$ cat config.mk
export PLATFORM = sky130hd
export DESIGN_NAME = cond_flag_unit_flat
export DESIGN_NICKNAME = d
export VERILOG_FILES = /design/src/rtl/cond_flag_unit_pkg.sv /design/src/rtl/cond_flag_unit_if.sv /design/src/rtl/cond_flag_unit_cond_check.sv /design/src/rtl/cond_flag_unit.sv /design/src/flat_wrapper.sv
export SDC_FILE = /design/constraint.sdc
export NUM_CORES = 1
export LEC_CHECK = 0
export ABC_AREA = 1
export BUFFER_PORTS_ARGS = -buffer_cell sky130_fd_sc_hd__buf_2
export CELL_PAD_IN_SITES_DETAIL_PLACEMENT = 2
export CELL_PAD_IN_SITES_GLOBAL_PLACEMENT = 2
export CORE_MARGIN = 2
export CORE_UTILIZATION = 21
export DETAILED_ROUTE_END_ITERATION = 10
export GPL_TIMING_DRIVEN = 1
export MAX_ROUTING_LAYER = met4
export PLACE_DENSITY = 0.76
export SLEW_MARGIN = 20
export SYNTH_ARGS = -nofsm -noshare
export SYNTH_HDL_FRONTEND = slang
export SYNTH_SLANG_ARGS = --single-unit
$ cat constraint.sdc
create_clock -name clk -period 1.86 [get_ports clk]
set_input_delay 0.465 -clock clk [delete_from_list [all_inputs] [get_ports clk]]
set_output_delay 0.465 -clock clk [all_outputs]
set_load 0.01 [all_outputs]
$ cat src/rtl/cond_flag_unit_pkg.sv
// Shared ARM condition-code definitions: condition enum, NZCV flag indices and type.
// Used by cond_flag_unit and by any other stage that checks condition fields.
package arm_cond_pkg;

  localparam int NUM_FLAGS = 4;
  localparam int FLAG_N    = 3;
  localparam int FLAG_Z    = 2;
  localparam int FLAG_C    = 1;
  localparam int FLAG_V    = 0;

  typedef logic [NUM_FLAGS-1:0] nzcv_t;

  typedef enum logic [3:0] {
    EQ = 4'd0,  NE = 4'd1,  CS = 4'd2,  CC = 4'd3,
    MI = 4'd4,  PL = 4'd5,  VS = 4'd6,  VC = 4'd7,
    HI = 4'd8,  LS = 4'd9,  GE = 4'd10, LT = 4'd11,
    GT = 4'd12, LE = 4'd13, AL = 4'd14, NV = 4'd15
  } cond_e;

endpackage

$ cat src/rtl/cond_flag_unit_if.sv
// Instruction/flag bus between decode/ALU and cond_flag_unit.
// Forwarding ports exist only when COND_FLAG_FORWARD_EN is defined.
interface cond_flag_if;
  logic       valid_in;
  logic [3:0] cond;
  logic [1:0] flag_write;
  logic       alu_n, alu_z, alu_c, alu_v;
  logic       pc_src_in, reg_write_in, mem_write_in;
  logic       save_flags, restore_flags;
`ifdef COND_FLAG_FORWARD_EN
  logic       fwd_valid;
  logic [3:0] fwd_nzcv;
`endif
  logic       cond_ex, pc_src, reg_write, mem_write;
  logic [3:0] nzcv, shadow_nzcv;

  modport master (
    output valid_in, cond, flag_write, alu_n, alu_z, alu_c, alu_v,
           pc_src_in, reg_write_in, mem_write_in, save_flags, restore_flags,
`ifdef COND_FLAG_FORWARD_EN
           fwd_valid, fwd_nzcv,
`endif
    input  cond_ex, pc_src, reg_write, mem_write, nzcv, shadow_nzcv
  );

  modport slave (
    input  valid_in, cond, flag_write, alu_n, alu_z, alu_c, alu_v,
           pc_src_in, reg_write_in, mem_write_in, save_flags, restore_flags,
`ifdef COND_FLAG_FORWARD_EN
           fwd_valid, fwd_nzcv,
`endif
    output cond_ex, pc_src, reg_write, mem_write, nzcv, shadow_nzcv
  );
endinterface

$ cat src/rtl/cond_flag_unit_cond_check.sv
// Combinational ARM condition evaluator; NV (4'b1111) is reserved and never passes.
module cond_check
  import arm_cond_pkg::*;
(
  input  cond_e cond,
  input  nzcv_t nzcv,
  output logic  cond_true
);
  logic n, z, c, v;

  always_comb begin
    n = nzcv[FLAG_N];
    z = nzcv[FLAG_Z];
    c = nzcv[FLAG_C];
    v = nzcv[FLAG_V];
    cond_true = 1'b0;
    case (cond)
      EQ: cond_true = z;
      NE: cond_true = !z;
      CS: cond_true = c;
      CC: cond_true = !c;
      MI: cond_true = n;
      PL: cond_true = !n;
      VS: cond_true = v;
      VC: cond_true = !v;
      HI: cond_true = c & !z;
      LS: cond_true = !c | z;
      GE: cond_true = (n == v);
      LT: cond_true = (n != v);
      GT: cond_true = !z & (n == v);
      LE: cond_true = z | (n != v);
      AL: cond_true = 1'b1;
      NV: cond_true = 1'b0;
      default: cond_true = 1'b0;
    endcase
  end
endmodule

$ cat src/rtl/cond_flag_unit.sv
// Conditional-execution stage: NZCV + shadow register, condition gating of write/branch controls.
// Define COND_FLAG_FORWARD_EN to evaluate conditions against forwarded fwd_nzcv when fwd_valid.
module cond_flag_unit
  import arm_cond_pkg::*;
#(
  parameter int    NUM_FLAGS   = 4,
  parameter nzcv_t RESET_FLAGS = 4'b0000
) (
  input logic         clk,
  input logic         rst_n,
  cond_flag_if.slave  bus
);
  logic [NUM_FLAGS-1:0] nzcv_q, nzcv_d;
  logic [NUM_FLAGS-1:0] shadow_q, shadow_d;
  nzcv_t eval_flags;
  logic  cond_true, cond_ex;

`ifdef COND_FLAG_FORWARD_EN
  assign eval_flags = bus.fwd_valid ? bus.fwd_nzcv : nzcv_q;
`else
  assign eval_flags = nzcv_q;
`endif

  cond_check u_cond_check (
    .cond      (cond_e'(bus.cond)),
    .nzcv      (eval_flags),
    .cond_true (cond_true)
  );

  assign cond_ex = bus.valid_in & cond_true;

  // Restore overrides the ALU write; save always captures the pre-edge NZCV,
  // so save+restore together swaps the two registers.
  always_comb begin
    nzcv_d   = nzcv_q;
    shadow_d = shadow_q;
    if (cond_ex && bus.flag_write[1]) begin
      nzcv_d[FLAG_N] = bus.alu_n;
      nzcv_d[FLAG_Z] = bus.alu_z;
    end
    if (cond_ex && bus.flag_write[0]) begin
      nzcv_d[FLAG_C] = bus.alu_c;
      nzcv_d[FLAG_V] = bus.alu_v;
    end
    if (bus.restore_flags) nzcv_d   = shadow_q;
    if (bus.save_flags)    shadow_d = nzcv_q;
  end

  always_ff @(posedge clk or negedge rst_n) begin
    if (!rst_n) begin
      nzcv_q   <= RESET_FLAGS;
      shadow_q <= RESET_FLAGS;
    end else begin
      nzcv_q   <= nzcv_d;
      shadow_q <= shadow_d;
    end
  end

  assign bus.cond_ex     = cond_ex;
  assign bus.pc_src      = bus.pc_src_in    & cond_ex;
  assign bus.reg_write   = bus.reg_write_in & cond_ex;
  assign bus.mem_write   = bus.mem_write_in & cond_ex;
  assign bus.nzcv        = nzcv_q;
  assign bus.shadow_nzcv = shadow_q;
endmodule

$ cat src/flat_wrapper.sv
// flat-port wrapper written by rule: the top's interface ports become plain ports
module cond_flag_unit_flat import arm_cond_pkg::*;
#(
  parameter int    NUM_FLAGS   = 4,
  parameter nzcv_t RESET_FLAGS = 4'b0000
)
  (clk, rst_n, bus_valid_in, bus_cond, bus_flag_write, bus_alu_n, bus_alu_z, bus_alu_c, bus_alu_v, bus_pc_src_in, bus_reg_write_in, bus_mem_write_in, bus_save_flags, bus_restore_flags, bus_cond_ex, bus_pc_src, bus_reg_write, bus_mem_write, bus_nzcv, bus_shadow_nzcv);
  cond_flag_if bus_i ();
  input logic clk;
  input logic rst_n;
  input wire logic [$bits(bus_i.valid_in)-1:0] bus_valid_in;
  input wire logic [$bits(bus_i.cond)-1:0] bus_cond;
  input wire logic [$bits(bus_i.flag_write)-1:0] bus_flag_write;
  input wire logic [$bits(bus_i.alu_n)-1:0] bus_alu_n;
  input wire logic [$bits(bus_i.alu_z)-1:0] bus_alu_z;
  input wire logic [$bits(bus_i.alu_c)-1:0] bus_alu_c;
  input wire logic [$bits(bus_i.alu_v)-1:0] bus_alu_v;
  input wire logic [$bits(bus_i.pc_src_in)-1:0] bus_pc_src_in;
  input wire logic [$bits(bus_i.reg_write_in)-1:0] bus_reg_write_in;
  input wire logic [$bits(bus_i.mem_write_in)-1:0] bus_mem_write_in;
  input wire logic [$bits(bus_i.save_flags)-1:0] bus_save_flags;
  input wire logic [$bits(bus_i.restore_flags)-1:0] bus_restore_flags;
  output wire logic [$bits(bus_i.cond_ex)-1:0] bus_cond_ex;
  output wire logic [$bits(bus_i.pc_src)-1:0] bus_pc_src;
  output wire logic [$bits(bus_i.reg_write)-1:0] bus_reg_write;
  output wire logic [$bits(bus_i.mem_write)-1:0] bus_mem_write;
  output wire logic [$bits(bus_i.nzcv)-1:0] bus_nzcv;
  output wire logic [$bits(bus_i.shadow_nzcv)-1:0] bus_shadow_nzcv;
  assign bus_i.valid_in = bus_valid_in;
  assign bus_i.cond = bus_cond;
  assign bus_i.flag_write = bus_flag_write;
  assign bus_i.alu_n = bus_alu_n;
  assign bus_i.alu_z = bus_alu_z;
  assign bus_i.alu_c = bus_alu_c;
  assign bus_i.alu_v = bus_alu_v;
  assign bus_i.pc_src_in = bus_pc_src_in;
  assign bus_i.reg_write_in = bus_reg_write_in;
  assign bus_i.mem_write_in = bus_mem_write_in;
  assign bus_i.save_flags = bus_save_flags;
  assign bus_i.restore_flags = bus_restore_flags;
  assign bus_cond_ex = bus_i.cond_ex;
  assign bus_pc_src = bus_i.pc_src;
  assign bus_reg_write = bus_i.reg_write;
  assign bus_mem_write = bus_i.mem_write;
  assign bus_nzcv = bus_i.nzcv;
  assign bus_shadow_nzcv = bus_i.shadow_nzcv;
  cond_flag_unit #(.NUM_FLAGS(NUM_FLAGS), .RESET_FLAGS(RESET_FLAGS)) u_core (.clk(clk), .rst_n(rst_n), .bus(bus_i));
endmodule
==> flow_summary_export.csv, run 1 <==
group,metric,value,unit
sta,fin_crit,2.11,ns
synth,ys_types,16,
power,ir_drop,0.246,mV
synth,yosysTopAreaCell,"dfrtp_1",
sta,fin_crit_sh,113,%
global_route,grt_max_degree,13,
clock_network,root_buffer,"clkbuf_4",
sta,whs,0.0470,ns
worst_setup_path,crit_path_start_kind,"register",
sta,setup_tns,-0.957,ns
route,viasPerCell,4.51,
synth,syn_nets,125,
worst_setup_path,cp_slowest_cell,"dfrtp_1",
final_layout,finish.utilization,34.8,%
synth,yosys-top-cells-area,"dfrtp_1 (32%), nand2_1 (24%), inv_1 (8.3%)",
power,p_leak,0.573,nW
synth,synth_cells,107,
hold_path,hold_path.class,"in2async",
global_route,grt_antenna_before_repair,0,
route,drt-pass1-iter-count,7,
synth,yosysSeqAreaShare,31.6,%
final_layout,nNetsFinal,166,
sta,rsz0062_at_grt,"yes",
floorplanning,coreArea,2810,µm²
placement,place_ws,-0.196,ns
worst_setup_path,crit_chain,"inv_2, nand2_2, nand3_1, nand2_2, nand2_1, nand2_1, nand2_2, nand2_2, nand2_4, nand2_4, nor2_2, buf_2",
floorplanning,initial_core_util,22.6,%
sta,max_freq,0.475,GHz
job,drv_cap,0,
clock_network,cts_inserted_buffers,3,
worst_setup_path,required,1.39,ns
clock_network,clkLatencyLatePin,0.25,ns
synth,avgSynthCellArea,5.92,µm²
final_layout,antenna_cells,0,
floorplanning,die_x,58.9,µm
clock_network,cts_tree,"built",
global_route,grt_pass1_wl,3920,µm
sta,hold_violations,0,
global_route,grt_pass1_vias,879,
global_route,grt.overflow.total,0,
route,postRouteAntennaNets,0,
placement,gp_congestion,0.790,
synth,synth_top_area_share,31.6,%
run_status,outcome,"finished, violations left",
sta,relSlewSlack,73.0,%
worst_setup_path,cpMostUsedCell,"nand2_2",
sta,finalSetupViolCount,6,
sta,worst_pin_slew,0.404,ns
global_route,grt-busiest-layer,"met2",
final_layout,drive_gt1_share,47.9,%
floorplanning,die_area,3470,µm²
worst_setup_path,worst-r2r-setup-slack,-0.01,ns
worst_setup_path,crit_type,"reg2out",
floorplanning,die_y,58.9,µm
worst_setup_path,worstPathArrival,1.64,ns
worst_setup_path,path_max_fanout,4,
synth,synth_warnings,0,
synth,netlist_area,633,µm²
floorplanning,rows,19,
final_layout,areaGrowthSynthToFinish,54.2,%
clock_network,cts.sinks,8,
sta,clock_skew,0.00211,ns
global_route,grt_usage,15.2,%
clock_network,clkTransAtPathRegs,0.06,ns
sta,setup_ws,-0.246,ns
route,wirelength,2460,µm
synth,synth_seq_cells,8,
placement,portBuffers,29,
global_route,use_met1,18.9,%
power,powerDensity,704,nW/µm²
route,vias,798,
global_route,use_met2,26.2,%
floorplanning,ios,30,
route,initialDrtViolationCount,12,
worst_setup_path,critPathMaxStageDelay,0.42,ns
clock_network,clk_path_buf_depth,2,
global_route,grt_util_met3,1.54,%
sta,slew_violations,0,
clock_network,cts_htree_levels,1,
placement,dp_hpwl,1850,µm
route,route.detailed.drc,2,
worst_setup_path,end_kind,"primary output",
route,wire_per_inst,13.9,µm
run_status,failed_checks,"DRC, setup timing",
[synthesized netlist by cell type]
cell type,number
dfrtp_1,8
buf_2,1
o31ai_1,1
inv_2,4
a21oi_1,2
o21ai_1,3
or2_1,1
o21ai_0,5
nand2_4,1
nand3_2,2
nor2_1,10
nand3_1,9
clkbuf_1,1
nand2_2,4
inv_1,14
nand2_1,41
[power breakdown]
group          leakage, nW  internal [mW]  switching (mW)
clock               0.0138         0.0739          0.0601
sequential          0.0974          0.201          0.0270
combinational        0.461          0.137           0.187
total                0.573          0.413           0.274
[routing by layer]
| metal | routed length, µm | part of all wire, % | vias up |
|---|---|---|---|
| met4 | 0 | 0 | 0 |
| met1 | 1030 | 42 | 378 |
| met3 | 84 | 3.4 | 0 |
| met5 | 0 | 0 | - |
| li1 | - | - | 403 |
| met2 | 1350 | 55 | 17 |
[metrics by stage]
| step | cells | cell area, µm² | power (mW) |
|---|---|---|---|
| 2_1_floorplan | 107 | 633 | 0.371 |
| 3_3_place_gp | 169 | 838 | 0.477 |
| 3_5_place_dp | 169 | 838 | 0.488 |
| 4_1_cts | 176 | 923 | 0.666 |
| 5_1_grt | 177 | 976 | 0.746 |
| 6_report | 177 | 976 | 0.687 |
[timing repair]
action,in CTS,in global routing
setup buffers,4,1
endpoints found under the setup margin,4,8
resized for setup,10,12
hold buffers,0,0
pin swaps,2,10
cloned,0,0
[worst max-delay path, delay by kind of cell (launching register included)]
kind,cells,cell delay [ns]
DFF,1,0.42
buffers and inverters,2,0.25
and+or+nand+nor,10,0.70
[state kept, by name (all words and copies together), names as in the netlist]
name,flops
u_core.bus.nzcv,4
u_core.bus.shadow_nzcv,4
[worst paths after layout]
check / start / end / depth (start not counted)
worst max-delay path: u_core.bus.nzcv[3] / bus_reg_write / 12
worst min-delay path: rst_n / u_core.bus.shadow_nzcv[3] / 1
worst max register to register: u_core.bus.nzcv[0] / u_core.bus.nzcv[0] / 17
worst min register to register: u_core.bus.shadow_nzcv[1] / u_core.bus.shadow_nzcv[1] / 2
max in group asynchronous: rst_n / u_core.bus.nzcv[0] / 1
min in group clk: bus_save_flags / u_core.bus.shadow_nzcv[0] / 2
[cell type report]
class	instances	area, µm²
fillers	363	1830
multi-input cells	79	433
repair buffers	38	213
flip-flops and latches	8	201
inverters	18	67.6
well taps	31	38.8
clock buffers	3	22.5
[layout by cell type (no fill, tap or decap)]
| master | n |
|---|---|
| nand3_4 | 2 |
| inv_2 | 5 |
| buf_2 | 29 |
| dfrtp_1 | 7 |
| nand3_2 | 4 |
| buf_4 | 9 |
| or2_1 | 1 |
| o21ai_0 | 5 |
| o21ai_1 | 2 |
| nand3_1 | 5 |
| nor2_1 | 7 |
| a21oi_1 | 2 |
| o31ai_1 | 1 |
| o21ai_2 | 1 |
| nand2_4 | 3 |
| nand2_2 | 10 |
| inv_1 | 13 |
| nand2_1 | 33 |
| nor2_2 | 3 |
| dfrtp_2 | 1 |
| clkbuf_4 | 3 |
[cell families after synthesis]
kind of cell	Yosys count	synth area share, %
DFF	8	31.6
and+or+nand+nor	68	47.2
buffers and inverters	20	12.1
AOI/OAI and AO/OA	11	9.09
Power figures use the tool's default switching activity.
==> run 2, diff against run 1 <==
--- a/config.mk
+++ b/config.mk
@@ -5,17 +5,18 @@
 export SDC_FILE = /design/constraint.sdc
 export NUM_CORES = 1
 export LEC_CHECK = 0
-export ABC_AREA = 1
+export ABC_AREA = 0
 export BUFFER_PORTS_ARGS = -buffer_cell sky130_fd_sc_hd__buf_2
 export CELL_PAD_IN_SITES_DETAIL_PLACEMENT = 2
 export CELL_PAD_IN_SITES_GLOBAL_PLACEMENT = 2
 export CORE_MARGIN = 2
-export CORE_UTILIZATION = 21
+export CORE_UTILIZATION = 24
 export DETAILED_ROUTE_END_ITERATION = 10
-export GPL_TIMING_DRIVEN = 1
+export GPL_TIMING_DRIVEN = 0
 export MAX_ROUTING_LAYER = met4
-export PLACE_DENSITY = 0.76
+export PLACE_DENSITY = 0.74
 export SLEW_MARGIN = 20
 export SYNTH_ARGS = -nofsm -noshare
 export SYNTH_HDL_FRONTEND = slang
 export SYNTH_SLANG_ARGS = --single-unit
+export TNS_END_PERCENT = 100
==> flow_summary_export.csv, run 2 <==
group,metric,value,unit
worst_setup_path,path_max_fanout,7,
synth,synth_cells,55,
worst_setup_path,required,1.39,ns
placement,place_area,763,µm²
synth,netlist_area,579,µm²
synth,synth-edff-count,0,
route,vias,597,
route,viasPerCell,4.85,
clock_network,cts_inserted_buffers,3,
clock_network,clkTransAtPathRegs,0.05,ns
sta,slew_violations,0,
floorplanning,rows,17,
synth,yosysTopAreaCell,"dfrtp_1",
floorplanning,coreArea,2250,µm²
sta,fin_crit_sh,130,%
clock_network,cts.sinks,8,
floorplanning,die_x,53.1,µm
global_route,grt_max_degree,11,
floorplanning,ios,30,
job,drv_cap,0,
power,p_clk_share,10.8,%
final_layout,layout_common_cells,"buf_2 (26), buf_4 (8)",
floorplanning,initial_core_util,25.7,%
clock_network,cts_hold_buf,0,
sta,max_freq,0.413,GHz
route,wire_per_inst,15.8,µm
final_layout,final_common_cell,"buf_2",
worst_setup_path,r2r-end,"u_core.bus.nzcv[2]",
power,power.share.combinational,59.4,%
clock_network,cts_htree_levels,1,
synth,synth_warnings,0,
sta,clock_skew,0.00380,ns
synth,synthMostInstantiatedCell,"dfrtp_1",
power,p_leak,0.410,nW
worst_setup_path,worstPathArrival,1.95,ns
final_layout,drive_gt1_share,64.2,%
final_layout,antenna_cells,0,
synth,syn_nets,73,
run_status,outcome,"finished, violations left",
power,p_int,713,µW
power,p_sw_share,39.4,%
global_route,grt_pass1_vias,719,
power,ir_drop,0.599,mV
synth,synth_seq_cells,8,
worst_setup_path,end_kind,"primary output",
worst_setup_path,crit_path_start_kind,"register",
sta,hold_violations,0,
final_layout,finish.utilization,39.6,%
worst_setup_path,worst-r2r-setup-slack,-0.04,ns
worst_setup_path,crit_start,"u_core.bus.nzcv[0]",
synth,avgSynthCellArea,10.5,µm²
route,initialDrtViolationCount,0,
sta,finalSetupViolCount,5,
synth,async_flop_share,100,%
worst_setup_path,crit_type,"reg2out",
run_status,failed_checks,"setup timing",
placement,dp_hpwl,1510,µm
hold_path,hold_path.class,"in2async",
power,powerDensity,1320,nW/µm²
floorplanning,die_y,53.1,µm
final_layout,areaGrowthSynthToFinish,54.2,%
clock_network,cts_tree,"built",
final_layout,nNetsFinal,115,
route,wirelength,1940,µm
route,route.detailed.drc,0,
worst_setup_path,r2r-start,"u_core.bus.nzcv[0]",
synth,yosys-top-cells-area,"dfrtp_1 (35%), mux2_2 (7.8%), o2111ai_1 (7.6%)",
sta,rsz0062_at_grt,"yes",
global_route,grt_usage,16.3,%
placement,portBuffers,29,
synth,synth_top_area_share,34.6,%
clock_network,clk_path_buf_depth,2,
route,postRouteAntennaNets,0,
clock_network,root_buffer,"clkbuf_4",
sta,relSlewSlack,66.6,%
global_route,grt_pass1_wl,3190,µm
worst_setup_path,reg2regPathDepth,6,
synth,ys_types,25,
power,switchingPower,464,µW
placement,gp_congestion,0.637,
synth,yosysSeqAreaShare,34.6,%
synth,synth_ff_type,"dfrtp_1",
sta,setup_ws,-0.560,ns
floorplanning,die_area,2820,µm²
sta,fin_crit,2.42,ns
synth,synthTopCellsByCount,"dfrtp_1 (8), o2111ai_1 (5), a21oi_1 (4), mux2_2 (4)",
clock_network,clkLatencyLatePin,0.25,ns
power,p_seq_share,29.7,%
global_route,grt_antenna_before_repair,0,
worst_setup_path,endpoint,"bus_mem_write",
sta,worst_pin_slew,0.500,ns
final_layout,final_area,893,µm²
route,drt-pass1-iter-count,1,
global_route,grt.overflow.total,0,
## run 2: cell types whose count changed in the layout (fill, tap and decap cells not counted), moves of 4 or more
| cell | previous run | this run |
|---|---|---|
| nand2_2 | 10 | 0 |
| mux2_2 | 0 | 4 |
| nand3_1 | 5 | 1 |
| nand3_2 | 4 | 0 |
| o2111ai_1 | 0 | 4 |
| nor2_1 | 7 | 3 |
| o21ai_0 | 5 | 0 |
| nand2_1 | 33 | 1 |
| inv_1 | 13 | 3 |
| inv_2 | 5 | 0 |
## run 2: timing repair
item / 4_1_cts / 5_1_grt
buffers inserted: 8 / 0
setup endpoints to repair: 8 / 8
resized for setup: 11 / 0
pin swaps: 1 / 0
endpoints found under the hold margin: 0 / 0
## run 2: layer usage
metal  global-route usage [%]  vias to the layer above  share of wire [%]
met4                     2.56                        0                  0
met1                     17.1                      289                 41
met3                     3.39                        0                5.1
met5                        -                        -                  0
met2                     31.5                       18                 54
li1                         -                      290                  -
## run 2: kinds of logic (layout without fill, tap and decap cells)
group | count (synthesis) | in the layout | synth area share, %
simple gates | 18 | 18 | 18.4
compound gates | 17 | 17 | 28.1
flops | 8 | 8 | 34.6
mux | 6 | 6 | 13.4
buf+inv | 4 | 44 | 2.59
xor+xnor | 2 | 2 | 3.02
## run 2: power by group through the flow
stage               Sequential (mW)  Combinational [mW]  Clock, mW
global route                  0.363               0.764      0.150
global placement              0.369               0.500          0
detailed placement            0.377               0.520          0
CTS                           0.353               0.708      0.136
floorplan                     0.380               0.296          0
finish                        0.350               0.700      0.128
## run 2: cell type report
cell class / count / area [µm²]
timing repair buffer: 37 / 224
buffer: 1 / 3.75
fill: 270 / 1360
clock buffer: 3 / 22.5
tap: 28 / 35.0
sequential: 8 / 205
inverter: 3 / 11.3
multi-input combinational: 43 / 392
## run 2: how the worst min path moves through the flow
stage	endpoint	cells past startpoint	slack, ns
floorplan	u_core.bus.nzcv[0]	0	0.17
global placement	u_core.bus.shadow_nzcv[2]	1	0.31
detailed placement	u_core.bus.shadow_nzcv[2]	1	0.32
CTS	u_core.bus.shadow_nzcv[0]	1	0.05
global route	u_core.bus.shadow_nzcv[0]	1	0.04
finish	u_core.bus.shadow_nzcv[0]	1	0.05
## run 2: stage by stage
| step | total power [mW] | std cells | TNS, ns | setup slack [ns] | hold WS [ns] |
|---|---|---|---|---|---|
| after CTS | 1.20 | 123 | -2.26 | -0.582 | 0.0467 |
| final | 1.18 | 123 | -2.13 | -0.560 | 0.0549 |
| after floorplan | 0.675 | 55 | -0.675 | -0.207 | 0.169 |
| after global placement | 0.869 | 112 | -2.37 | -0.523 | 0.314 |
| after global routing | 1.28 | 123 | -2.70 | -0.647 | 0.0432 |
| after detailed placement | 0.897 | 112 | -2.56 | -0.564 | 0.320 |
## run 2: critical path: stages, from the launching register on
cell and delay (ns):
dfrtp_2 0.43, mux4_2 0.49, xor2_1 0.16, o21a_4 0.22, o21a_4 0.14, and2_4 0.15, buf_6 0.12
==> run 3, diff against run 2 <==
--- a/config.mk
+++ b/config.mk
@@ -10,11 +10,12 @@
 export CELL_PAD_IN_SITES_DETAIL_PLACEMENT = 2
 export CELL_PAD_IN_SITES_GLOBAL_PLACEMENT = 2
 export CORE_MARGIN = 2
-export CORE_UTILIZATION = 24
+export CORE_UTILIZATION = 26
 export DETAILED_ROUTE_END_ITERATION = 10
 export GPL_TIMING_DRIVEN = 0
 export MAX_ROUTING_LAYER = met4
-export PLACE_DENSITY = 0.74
+export PLACE_DENSITY = 0.8
+export SKIP_LAST_GASP = 1
 export SLEW_MARGIN = 20
 export SYNTH_ARGS = -nofsm -noshare
 export SYNTH_HDL_FRONTEND = slang
==> constraint.sdc (replaced) <==
create_clock -name clk -period 3.14 [get_ports clk]
set_input_delay 0.785 -clock clk [delete_from_list [all_inputs] [get_ports clk]]
set_output_delay 0.785 -clock clk [all_outputs]
set_load 0.01 [all_outputs]
==> flow_summary_export.csv, run 3 (synthesis gave the netlist of run 2 again) <==
group,metric,value,unit
global_route,grt_antenna_before_repair,0,
sta,clock_skew,0.00261,ns
sta,worst_pin_slew,0.511,ns
sta,hold_violations,0,
worst_setup_path,crit_chain,"buf_2, mux4_2, xor2_1, o21a_4, o21a_4, and2_2, buf_2",
floorplanning,die_y,51.2,µm
sta,finalSetupViolCount,0,
clock_network,cts_tree,"built",
clock_network,clkTransAtPathRegs,0.06,ns
clock_network,cts.repair.resized,0,
placement,gp_congestion,0.769,
worst_setup_path,worstPathArrival,2.30,ns
placement,dp_hpwl,1540,µm
route,initialDrtViolationCount,1,
floorplanning,die_area,2620,µm²
placement,portBuffers,29,
global_route,grt_usage,15.6,%
worst_setup_path,reg2regPathDepth,5,
clock_network,cts.sinks,8,
final_layout,final_common_cell,"buf_2",
final_layout,antenna_cells,0,
worst_setup_path,end_kind,"primary output",
final_layout,nNetsFinal,107,
route,vias,569,
worst_setup_path,worst-r2r-setup-slack,1.24,ns
power,ir_drop,0.331,mV
clock_network,clk_path_buf_depth,2,
route,viasPerCell,4.95,
hold_path,hold_path.class,"in2async",
route,drt-pass1-iter-count,2,
floorplanning,die_x,51.2,µm
clock_network,cts_htree_levels,1,
worst_setup_path,cp_slowest_cell,"mux4_2",
worst_setup_path,required,2.35,ns
worst_setup_path,crit_type,"in2out",
clock_network,root_buffer,"clkbuf_4",
sta,fin_crit_sh,98.3,%
sta,setup_tns,0,ns
global_route,grt_pass1_vias,634,
route,wirelength,1790,µm
worst_setup_path,r2r-start,"u_core.bus.nzcv[3]",
final_layout,final_area,782,µm²
clock_network,cts_setup_buffers,0,
global_route,grt_pass1_wl,2970,µm
final_layout,areaGrowthSynthToFinish,35.0,%
clock_network,cts_hold_buf,0,
job,drv_cap,0,
sta,max_freq,0.324,GHz
worst_setup_path,path_max_fanout,8,
floorplanning,rows,17,
final_layout,finish.utilization,36.4,%
route,route.detailed.drc,0,
sta,fin_crit,3.09,ns
sta,slew_violations,0,
sta,relSlewSlack,65.9,%
floorplanning,initial_core_util,27.0,%
worst_setup_path,endpoint,"bus_pc_src",
global_route,grt.overflow.total,0,
route,postRouteAntennaNets,0,
floorplanning,coreArea,2150,µm²
power,finalPower,592,µW
clock_network,clkLatencyLatePin,0.25,ns
worst_setup_path,r2r-end,"u_core.bus.nzcv[2]",
global_route,grt_max_degree,11,
power,powerDensity,757,nW/µm²
floorplanning,ios,30,
worst_setup_path,crit_start,"bus_cond[1]",
worst_setup_path,crit_path_start_kind,"input port",
sta,rsz0062_at_grt,"no",
placement,place_area,759,µm²
clock_network,cts_inserted_buffers,3,
final_layout,layout_common_cells,"buf_2 (29), dfrtp_1 (8), o2111ai_1 (5), a21oi_1 (4), mux2_2 (4)",
run_status,outcome,"finished clean",
final_layout,fillCellCount,258,
sta,whs,0.369,ns
final_layout,drive_gt1_share,54.0,%
power,p_leak,0.358,nW
worst_setup_path,critPathMaxStageDelay,0.52,ns
route,wire_per_inst,15.6,µm
## run 3: cell types whose count changed in the layout (fill, tap and decap cells not counted), moves of 3 or more
| cell | previous run | this run |
|---|---|---|
| buf_6 | 3 | 0 |
| dfrtp_2 | 4 | 0 |
| buf_4 | 8 | 0 |
| and2_2 | 0 | 3 |
| buf_2 | 26 | 29 |
| dfrtp_1 | 4 | 8 |
| and2_4 | 3 | 0 |
## run 3: layout make-up
| class | instances | area, µm² | area share (%) |
|---|---|---|---|
| inverters | 3 | 11.3 | 1.44 |
| plain buffers | 1 | 3.75 | 0.480 |
| well taps | 28 | 35.0 | 4.48 |
| multi-input cells | 43 | 364 | 46.6 |
| flip-flops and latches | 8 | 200 | 25.6 |
| clock buffers | 3 | 22.5 | 2.88 |
| repair buffers | 29 | 145 | 18.6 |
## run 3: stage by stage
step	instances	worst slack, ns
after floorplan	55	0.373
after global placement	112	0.0856
after detailed placement	112	0.0335
after CTS	115	0.0330
after global routing	115	0.00780
final	115	0.0534
## run 3: layer usage
layer,up-vias,routed length (µm),track usage [%]
li1,277,-,-
met1,272,755,18.6
met2,18,967,27.7
met3,2,62,1.75
met4,0,4,4.05
met5,-,0,-
## run 3: worst max-delay path: cells and delay by family
kind            cells  cell delay, ns
xor+xnor            1            0.17
mux                 1            0.52
buf+inv             2            0.27
simple gates        1            0.20
compound gates      2            0.37
## run 3: worst min path at each step
stage	from	slack (ns)	cells after the start	endpoint
finish	rst_n	0.37	1	u_core.bus.shadow_nzcv[0]
CTS	rst_n	0.37	1	u_core.bus.shadow_nzcv[0]
global placement	u_core.bus.shadow_nzcv[1]	0.52	1	u_core.bus.shadow_nzcv[1]
floorplan	rst_n	0.49	0	u_core.bus.nzcv[0]
detailed placement	u_core.bus.shadow_nzcv[3]	0.52	1	u_core.bus.shadow_nzcv[3]
global route	rst_n	0.36	1	u_core.bus.shadow_nzcv[1]
## run 3: where the power goes
group          switching (mW)  internal, mW  total, mW
clock                  0.0354        0.0438     0.0792
sequential             0.0624         0.154      0.216
combinational           0.148         0.148      0.297
